==> src/rtl/softmax_pkg.sv <==
// Shared constants and helpers for the softmax controller: FSM encodings,
// sum-width sizing and the flattened-vector slice mapping.
package softmax_pkg;

    localparam logic [2:0] ST_IDLE = 3'd0;
    localparam logic [2:0] ST_MAX  = 3'd1;
    localparam logic [2:0] ST_EXP  = 3'd2;
    localparam logic [2:0] ST_DIV  = 3'd3;
    localparam logic [2:0] ST_OUT  = 3'd4;

    // Wide enough to hold n * (2^exp_width - 1) without overflow.
    function automatic int sum_width(input int exp_width, input int n);
        return exp_width + $clog2(n);
    endfunction

    // Element 0 lives in the MSB slice, element n-1 in the LSB slice.
    function automatic int slice_lsb(input int idx, input int n, input int dw);
        return (n - 1 - idx) * dw;
    endfunction

endpackage

==> src/rtl/softmax_req_seq.sv <==
// One-outstanding request/response sequencer: walks indices 0..N-1, holds
// valid until accepted, and accepts exactly one response per request.
module softmax_req_seq #(
    parameter  int N    = 5,
    localparam int IDXW = $clog2(N)
) (
    input  logic            clk,
    input  logic            rst_n,
    input  logic            i_start,
    input  logic            i_ready,
    input  logic            i_resp_valid,
    output logic            o_valid,
    output logic [IDXW-1:0] o_idx,
    output logic            o_capture,
    output logic            o_last
);

    localparam logic [IDXW-1:0] LAST_IDX = IDXW'(N - 1);

    logic            r_valid;
    logic            r_pending;
    logic [IDXW-1:0] r_idx;

    // Responses are only honoured after the accept cycle of the current request.
    assign o_capture = r_pending & i_resp_valid;
    assign o_last    = o_capture & (r_idx == LAST_IDX);
    assign o_valid   = r_valid;
    assign o_idx     = r_idx;

    // Request valid/pending handshake and index advance.
    always_ff @(posedge clk or negedge rst_n) begin
        if (!rst_n) begin
            r_valid   <= 1'b0;
            r_pending <= 1'b0;
            r_idx     <= '0;
        end else if (i_start) begin
            r_valid   <= 1'b1;
            r_pending <= 1'b0;
            r_idx     <= '0;
        end else if (r_valid && i_ready) begin
            r_valid   <= 1'b0;
            r_pending <= 1'b1;
        end else if (o_capture) begin
            r_pending <= 1'b0;
            if (r_idx != LAST_IDX) begin
                r_idx   <= r_idx + IDXW'(1);
                r_valid <= 1'b1;
            end
        end
    end

endmodule

==> src/rtl/softmax_ctrl.sv <==
// Softmax sequencer for one neighbourhood: max search, exp pass with running
// sum, divide pass, then hands the alpha vector downstream.
module softmax_ctrl
    import softmax_pkg::*;
#(
    parameter  int DATA_WIDTH   = 8,
    parameter  int NUM_OF_NODES = 5,
    parameter  int EXP_WIDTH    = 16,
    localparam int SUM_WIDTH    = sum_width(EXP_WIDTH, NUM_OF_NODES)
) (
    input  logic                               clk,
    input  logic                               rst_n,
    input  logic                               sm_valid_i,
    output logic                               sm_ready_o,
    input  logic [NUM_OF_NODES*DATA_WIDTH-1:0] coef_i,
    output logic                               exp_valid_o,
    input  logic                               exp_ready_i,
    output logic [DATA_WIDTH-1:0]              exp_x_o,
    input  logic                               exp_resp_valid_i,
    input  logic [EXP_WIDTH-1:0]               exp_y_i,
    output logic                               div_valid_o,
    input  logic                               div_ready_i,
    output logic [SUM_WIDTH-1:0]               div_num_o,
    output logic [SUM_WIDTH-1:0]               div_den_o,
    input  logic                               div_resp_valid_i,
    input  logic [DATA_WIDTH-1:0]              div_q_i,
    output logic                               alpha_valid_o,
    input  logic                               alpha_ready_i,
    output logic [NUM_OF_NODES*DATA_WIDTH-1:0] alpha_o,
    output logic                               busy_o
);

    localparam int N    = NUM_OF_NODES;
    localparam int DW   = DATA_WIDTH;
    localparam int IDXW = $clog2(N);
    localparam logic [IDXW-1:0] LAST_IDX = IDXW'(N - 1);

    logic [2:0]            r_state;
    logic signed [DW-1:0]  r_coef [N];
    logic signed [DW-1:0]  r_max;
    logic [IDXW-1:0]       r_k;
    logic [EXP_WIDTH-1:0]  r_exp [N];
    logic [SUM_WIDTH-1:0]  r_sum;
    logic [DW-1:0]         r_alpha [N];

    logic signed [DW-1:0]  w_coef_in [N];
    logic [IDXW-1:0]       w_exp_idx;
    logic [IDXW-1:0]       w_div_idx;
    logic                  w_exp_cap;
    logic                  w_exp_last;
    logic                  w_div_cap;
    logic                  w_div_last;
    logic                  w_exp_start;
    logic                  w_div_start;
    logic [SUM_WIDTH-1:0]  w_sum_next;
    logic signed [DW:0]    w_diff;

    // coef <= max, so only the negative side can overflow DW bits.
    function automatic logic [DW-1:0] sat_neg(input logic signed [DW:0] d);
        if (d[DW] && !d[DW-1]) begin
            return {1'b1, {(DW-1){1'b0}}};
        end else begin
            return d[DW-1:0];
        end
    endfunction

    for (genvar i = 0; i < N; i++) begin : g_slice
        assign w_coef_in[i] = coef_i[slice_lsb(i, N, DW) +: DW];
        assign alpha_o[slice_lsb(i, N, DW) +: DW] = r_alpha[i];
    end

    assign w_diff      = {r_coef[w_exp_idx][DW-1], r_coef[w_exp_idx]} - {r_max[DW-1], r_max};
    assign exp_x_o     = sat_neg(w_diff);
    assign div_num_o   = SUM_WIDTH'(r_exp[w_div_idx]);
    assign div_den_o   = r_sum;
    assign w_sum_next  = r_sum + SUM_WIDTH'(exp_y_i);
    assign w_exp_start = (r_state == ST_MAX) && (r_k == LAST_IDX);
    assign w_div_start = w_exp_last && (w_sum_next != {SUM_WIDTH{1'b0}});

    assign sm_ready_o    = (r_state == ST_IDLE);
    assign busy_o        = (r_state != ST_IDLE);
    assign alpha_valid_o = (r_state == ST_OUT);

    softmax_req_seq #(.N(N)) u_exp_seq (
        .clk          (clk),
        .rst_n        (rst_n),
        .i_start      (w_exp_start),
        .i_ready      (exp_ready_i),
        .i_resp_valid (exp_resp_valid_i),
        .o_valid      (exp_valid_o),
        .o_idx        (w_exp_idx),
        .o_capture    (w_exp_cap),
        .o_last       (w_exp_last)
    );

    softmax_req_seq #(.N(N)) u_div_seq (
        .clk          (clk),
        .rst_n        (rst_n),
        .i_start      (w_div_start),
        .i_ready      (div_ready_i),
        .i_resp_valid (div_resp_valid_i),
        .o_valid      (div_valid_o),
        .o_idx        (w_div_idx),
        .o_capture    (w_div_cap),
        .o_last       (w_div_last)
    );

    // Main phase FSM plus the coefficient, exp, sum and alpha buffers.
    always_ff @(posedge clk or negedge rst_n) begin
        if (!rst_n) begin
            r_state <= ST_IDLE;
            r_coef  <= '{default: '0};
            r_max   <= '0;
            r_k     <= '0;
            r_exp   <= '{default: '0};
            r_sum   <= '0;
            r_alpha <= '{default: '0};
        end else begin
            case (r_state)
                ST_IDLE: begin
                    if (sm_valid_i) begin
                        r_coef  <= w_coef_in;
                        r_max   <= w_coef_in[0];
                        r_k     <= '0;
                        r_state <= ST_MAX;
                    end
                end
                ST_MAX: begin
                    if (r_coef[r_k] > r_max) begin
                        r_max <= r_coef[r_k];
                    end
                    if (r_k == LAST_IDX) begin
                        r_sum   <= '0;
                        r_state <= ST_EXP;
                    end else begin
                        r_k <= r_k + IDXW'(1);
                    end
                end
                ST_EXP: begin
                    if (w_exp_cap) begin
                        r_exp[w_exp_idx] <= exp_y_i;
                        r_sum            <= w_sum_next;
                        if (w_exp_last) begin
                            if (w_sum_next == {SUM_WIDTH{1'b0}}) begin
                                r_alpha <= '{default: '0};
                                r_state <= ST_OUT;
                            end else begin
                                r_state <= ST_DIV;
                            end
                        end
                    end
                end
                ST_DIV: begin
                    if (w_div_cap) begin
                        r_alpha[w_div_idx] <= div_q_i;
                        if (w_div_last) begin
                            r_state <= ST_OUT;
                        end
                    end
                end
                ST_OUT: begin
                    if (alpha_ready_i) begin
                        r_state <= ST_IDLE;
                    end
                end
                default: r_state <= ST_IDLE;
            endcase
        end
    end

endmodule

==> config.mk <==
export PLATFORM = sky130hd
export DESIGN_NAME = softmax_ctrl
export DESIGN_NICKNAME = d
export VERILOG_FILES = /design/src/rtl/softmax_pkg.sv /design/src/rtl/softmax_req_seq.sv /design/src/rtl/softmax_ctrl.sv
export SDC_FILE = /design/constraint.sdc
export NUM_CORES = 1
export LEC_CHECK = 0
export CAP_MARGIN = 20
export CELL_PAD_IN_SITES_DETAIL_PLACEMENT = 0
export CELL_PAD_IN_SITES_GLOBAL_PLACEMENT = 1
export CORE_UTILIZATION = 44
export DETAILED_ROUTE_END_ITERATION = 10
export GPL_ROUTABILITY_DRIVEN = 0
export GPL_TIMING_DRIVEN = 0
export PLACE_DENSITY_LB_ADDON = 0.1
export SYNTH_ARGS = -nofsm -noshare
export SYNTH_HDL_FRONTEND = slang
export SYNTH_SLANG_ARGS = --single-unit
==> constraint.sdc <==
create_clock -name clk -period 5.25 [get_ports clk]
set_input_delay 0.525 -clock clk [delete_from_list [all_inputs] [get_ports clk]]
set_output_delay 0.525 -clock clk [all_outputs]
set_load 0.02 [all_outputs]
## Word level (Yosys, flattened, before mapping)

Index checks and enable logic that the tools add are counted.

- Bits in registers: 203
- Word-level logic and storage cells: 159
- Output and inout bits: 91

- Bitwise logic cells: 7
- Mux-type cells: 61
- Eq/ne operators: 21
- Order comparisons: 6
- Add/subtract/negate cells: 5
- Reduce and logical (&&, ||, !) cells: 34

Operators by type and width:

| operator | number |
|---|---|
| $mux W40 | 4 |
| $bwmux W80 | 1 |
| $pmux W40 S2 | 1 |
| $mux W8 | 8 |
| $mux W3 | 18 |
| $bmux W16 S3 | 1 |
| $bmux W8 S3 | 2 |
| $demux W16 S3 | 1 |
| $mux W16 | 3 |
| $bwmux W40 | 1 |
| $mux W19 | 2 |
| $pmux W19 S2 | 1 |
| $demux W8 S3 | 1 |
| $add A19 B16 Y19 | 1 |
| $logic_not A19 Y1 | 1 |
| $reduce_bool A19 Y1 | 1 |
| $ne A2 B1 Y1 const B | 8 |
| $pmux W8 S2 | 1 |
| $pmux W3 S5 | 1 |
| $reduce_and A3 Y1 | 5 |
| $reduce_bool A3 Y1 | 5 |
| $mux W1 | 14 |
| $reduce_bool A2 Y1 | 7 |
| $eq A3 B3 Y1 const B | 4 |
| 18 further kinds | 42 |

## Logic depth before layout (Yosys ltp)

- Depth after elaboration: 8
- Mapped depth: 16
- Depth with buffers taken out: 14

## Hierarchy

Synthesis repeated with hierarchy kept, for this count alone.

- Cell total of the unflattened synthesis: 1085
- Area, all modules: 11776.3 µm²

Modules (own cells, without submodules):

| module | instances | cells an instance | area each (µm²) |
|---|---|---|---|
| softmax_ctrl | 1 | 1027 | 11155.7 |
| softmax_req_seq | 2 | 29 | 310.3 |

## Least setup slack after synthesis

OpenSTA, ideal clock, no wires.

- Kind: register to output
- Start: register u_exp_seq.r_idx[2], in the netlist u_exp_seq.o_idx[2]
- End: output port exp_x_o[2]
- Data arrival time: 3545 ps
- Path slack: 1180 ps
- Required time: 4725 ps
- Buffers on the path: 1
- Stages on the path, launching flop included: 15
- Path through: dfrtp_1 -> clkbuf_1 -> inv_2 -> nor3_1 -> a22oi_1 -> ha_1 -> fa_1 -> nor2b_1 -> o21ai_0 -> a21boi_0 -> o21a_1 -> o21a_1 -> a2bb2oi_1 -> a21oi_1 -> nor3_1

- Cells in the longest elaborated chain, start to end: 8

RTL lines:

| what | RTL line | RTL |
|---|---|---|
| start, declared | softmax_req_seq.sv:22 | `logic [IDXW-1:0] r_idx;` |
| start signal, assigned | softmax_req_seq.sv:46 | `r_idx <= r_idx + IDXW'(1);` |
| $not A3 Y4 (implied by the code) (*) | softmax_ctrl.sv:72 | `assign w_diff = {r_coef[w_exp_idx][DW-1], r_coef[w_exp_idx]} - {r_max[DW-1], r_max};` |
| $bmux W8 S3 (*) | softmax_ctrl.sv:72 |  |
| $mux W8 (implied by the code) (*) (2 in a row) | softmax_ctrl.sv:72 |  |
| $sub A8 B8 Y9 (*) | softmax_ctrl.sv:72 |  |
| $logic_not A1 Y1 | softmax_ctrl.sv:60 | `if (d[DW] && !d[DW-1]) begin` |
| $logic_and A1 B1 Y1 | softmax_ctrl.sv:60 |  |
| $mux W8 (*) | softmax_ctrl.sv:60 |  |
| end, declared | softmax_ctrl.sv:18 | `output logic [DATA_WIDTH-1:0] exp_x_o,` |

Mark *: on every way between the ends. The rest lies on a longest branch, timed or not. The select of a mux whose other input is x is not followed.

## Worst setup path after layout

- Start: register u_exp_seq.r_idx[2], in the netlist u_exp_seq.o_idx[2]
- End: output port exp_x_o[3]

Same word-level chain as after synthesis.

==> out/metrics.yaml <==
cts:
  root_buffer: "clkbuf_16"
  post-cts-setup-buffer-count: 0
  cts.repair.resized: 6
  clock_latency_ns: 0.53
  hold_buffers: 0
  cts_tree: "built"
  path_clk_slew_ns: 0.06
  htree_levels: 1
  numCtsBuffers: 24
  cts_buffer_depth: 3
  clkSinkCount: 203
global_route:
  grt_use_total_pct: 23.1
  grt_max_degree: 106
  antenna_found_initial: 2
  grt-ovfl-total: 0
  grt_pass1_vias: 7868
  grt_pass1_wl_um: 44100
timing:
  period_minus_slack_ns: 4.99
  hold_ws_ns: 0.0173
  min_period_over_period_pct: 95.0
  max_freq_mhz: 200
  worst-slew-pin-transition_ns: 1.11
  setup_tns_ns: 0
  skew_ns: 0.0139
  relSlewSlack_pct: 25.6
  final_max_slew_viol_count: 0
  finalSetupViolations: 0
  hold_viol: 0
die:
  start_util_pct: 45.2
  die_y_um: 158
  io_pins: 163
  core.rowCount: 56
  die_area_um2: 25000
  core-area_um2: 23700
  die_w_um: 158
drt:
  routed_wl_um: 27700
  drtAntennaViolNets: 0
  wire_per_inst_um: 19.3
  dr.pass1.iters: 5
  vias: 7783
  avgViaCountPerCell: 5.42
  drc: 0
  drt_iter0_markers: 350
hold_path:
  holdCritPathClass: "input port to async pin"
yosys:
  syn_area_um2: 10700
  ys_seq_elements: 203
  synth_warnings: 0
  synthFlopType: "dfrtp_1"
  synthArstFlopShare_pct: 100
  ys_seq_area_share_pct: 47.4
  syn-instance-count: 907
  ys_types: 62
  synth_edf_count: 0
  avgSynthCellArea_um2: 11.8
final_layout:
  num_antenna_cells: 0
  n_fill_cell: 2051
  layout_common_cells: "dfrtp_1 (201), clkdlybuf4s50_1 (156), mux2_2 (106), nor2_1 (70), mux2i_1 (59)"
  area_delta_synth_final_pct: 27.9
  final_nets: 1210
  drive_above_1_share_pct: 19.4
  multi_input_area_um2: 5320
  area.sequential_um2: 5080
  layout_commonest_cell: "dfrtp_1"
power_and_ir_drop:
  peakVddDrop_uv: 672
  p_per_area_nw_per_um2: 675
  leakage_nw: 6.16
  power_mw: 9.25
critical_path:
  crit_fanout: 8
  worst-endpoint-arrival_ns: 4.46
  worst_setup_path_end_kind: "primary output"
  worstSetupPathType: "flop to primary output"
  required_ns: 4.72
  startpoint_type: "flop"
flow_run:
  maxCapViolCount: 0
placement:
  dp_hpwl_um: 20100
  io_buffer_count: 159
outcome:
  status: "complete, no violations"
-- per-stage QoR --
stage | utilization [%] | cells | setup slack [ns] | instance area, um^2
finish | 57.9 | 1435 | 0.262 | 13700
global route | 57.9 | 1435 | -0.0132 | 13700
CTS | 57.8 | 1435 | 0.0505 | 13700
detailed placement | 54.0 | 1393 | -0.0921 | 12800
global placement | 53.7 | 1387 | -5.30 | 12700
floorplan | - | 909 | 1.18 | 10700
-- registers in the layout, summed over array words and instances, names as in the netlist, 3 cells and up --
signal           count
r_k                  3
r_max                8
u_div_seq.o_idx      3
r_coef              40
alpha_o             40
r_exp               80
r_state              3
div_den_o           19
u_exp_seq.o_idx      3
-- final timing paths --
path	cells after the start	slack, ns	start	to
min in group clk	1	0.48	r_exp[45]$_DFFE_PN0P_	r_exp[45]$_DFFE_PN0P_
worst min register to register	1	0.48	r_exp[45]$_DFFE_PN0P_	r_exp[45]$_DFFE_PN0P_
max in group asynchronous	2	4.19	rst_n	alpha_o[34]$_DFFE_PN0P_
worst max-delay path	15	0.26	u_exp_seq.o_idx[2]$_DFFE_PN0P_	exp_x_o[3]
worst min-delay path	1	0.02	rst_n	r_exp[14]$_DFFE_PN0P_
worst max register to register	12	1.00	r_k[0]$_DFFE_PN0P_	r_max[0]$_DFFE_PN0P_
-- cell usage after synthesis, types with 4 or more instances --
| cell | instances | share of area (%) |
|---|---|---|
| a21oi_1 | 29 | 1.4 |
| nand3_1 | 13 | 0.61 |
| o211ai_1 | 5 | 0.35 |
| buf_2 | 8 | 0.37 |
| clkbuf_1 | 27 | 0.95 |
| nor2b_1 | 5 | 0.29 |
| nor4_2 | 4 | 0.47 |
| nand2_1 | 48 | 1.7 |
| xnor2_1 | 14 | 1.1 |
| mux2i_1 | 59 | 5.5 |
| mux2_2 | 106 | 11 |
| dfrtp_1 | 203 | 47 |
| xor2_1 | 6 | 0.49 |
| nor3_1 | 13 | 0.61 |
| nand4_1 | 7 | 0.41 |
| o21a_1 | 13 | 0.91 |
| nand2b_1 | 5 | 0.29 |
| a21o_1 | 5 | 0.35 |
| ha_1 | 38 | 4.4 |
| a22o_1 | 25 | 2.0 |
| o21ai_1 | 4 | 0.19 |
| a31oi_1 | 4 | 0.23 |
| mux2_1 | 17 | 1.8 |
| and3_1 | 5 | 0.29 |
| o21ai_0 | 35 | 1.6 |
| mux4_2 | 30 | 6.3 |
| nor2_1 | 70 | 2.5 |
| inv_1 | 43 | 1.5 |
| or3_1 | 7 | 0.41 |
| and2_1 | 5 | 0.29 |
| buf_1 | 8 | 0.28 |
-- worst max-delay path, cell delays in order (launching register included) --
cell and delay (ns):
dfrtp_2 0.47, inv_2 0.14, nor3_2 0.29, buf_2 0.26
a22oi_1 0.15, ha_1 0.24, fa_1 0.39, nor2b_1 0.18
o21ai_0 0.13, a21boi_1 0.26, o21a_1 0.17, o21a_1 0.15
a2bb2oi_2 0.21, a21oi_4 0.07, nor3_1 0.20, clkdlybuf4s50_1 0.63
-- power by group --
part           switching (mW)  leakage, nW  internal, mW  total [mW]
clock                   0.690        0.435          1.16        1.85
combinational            2.46         3.07          2.36        4.82
sequential              0.405         2.65          2.18        2.58
total                    3.56         6.16          5.70        9.25
-- layout make-up --
type / count / share of cell area, %
plain buffers: 44 / 1.42
clock buffers: 31 / 4.94
clock inverters: 13 / 1.52
inverters: 44 / 1.20
multi-input cells: 616 / 38.8
flip-flops and latches: 203 / 37.1
well taps: 319 / 2.91
repair buffers: 165 / 12.1
-- routing by layer --
| metal | part of all wire [%] | track usage, % |
|---|---|---|
| met1 | 47 | 32.9 |
| met4 | 1.8 | 5.08 |
| met5 | 0.097 | 0 |
| met2 | 45 | 36.1 |
| met3 | 5.9 | 5.01 |
-- logic make-up after synthesis --
family	Yosys count	share of synthesized area, %
other cells	1	0.0350
simple gates	195	8.72
compound gates	146	9.27
flops	203	47.4
buf+inv	90	3.35
fa+ha+maj	40	4.81
mux	212	24.7
xor+xnor	20	1.64
(Power assumes the default switching activity.)
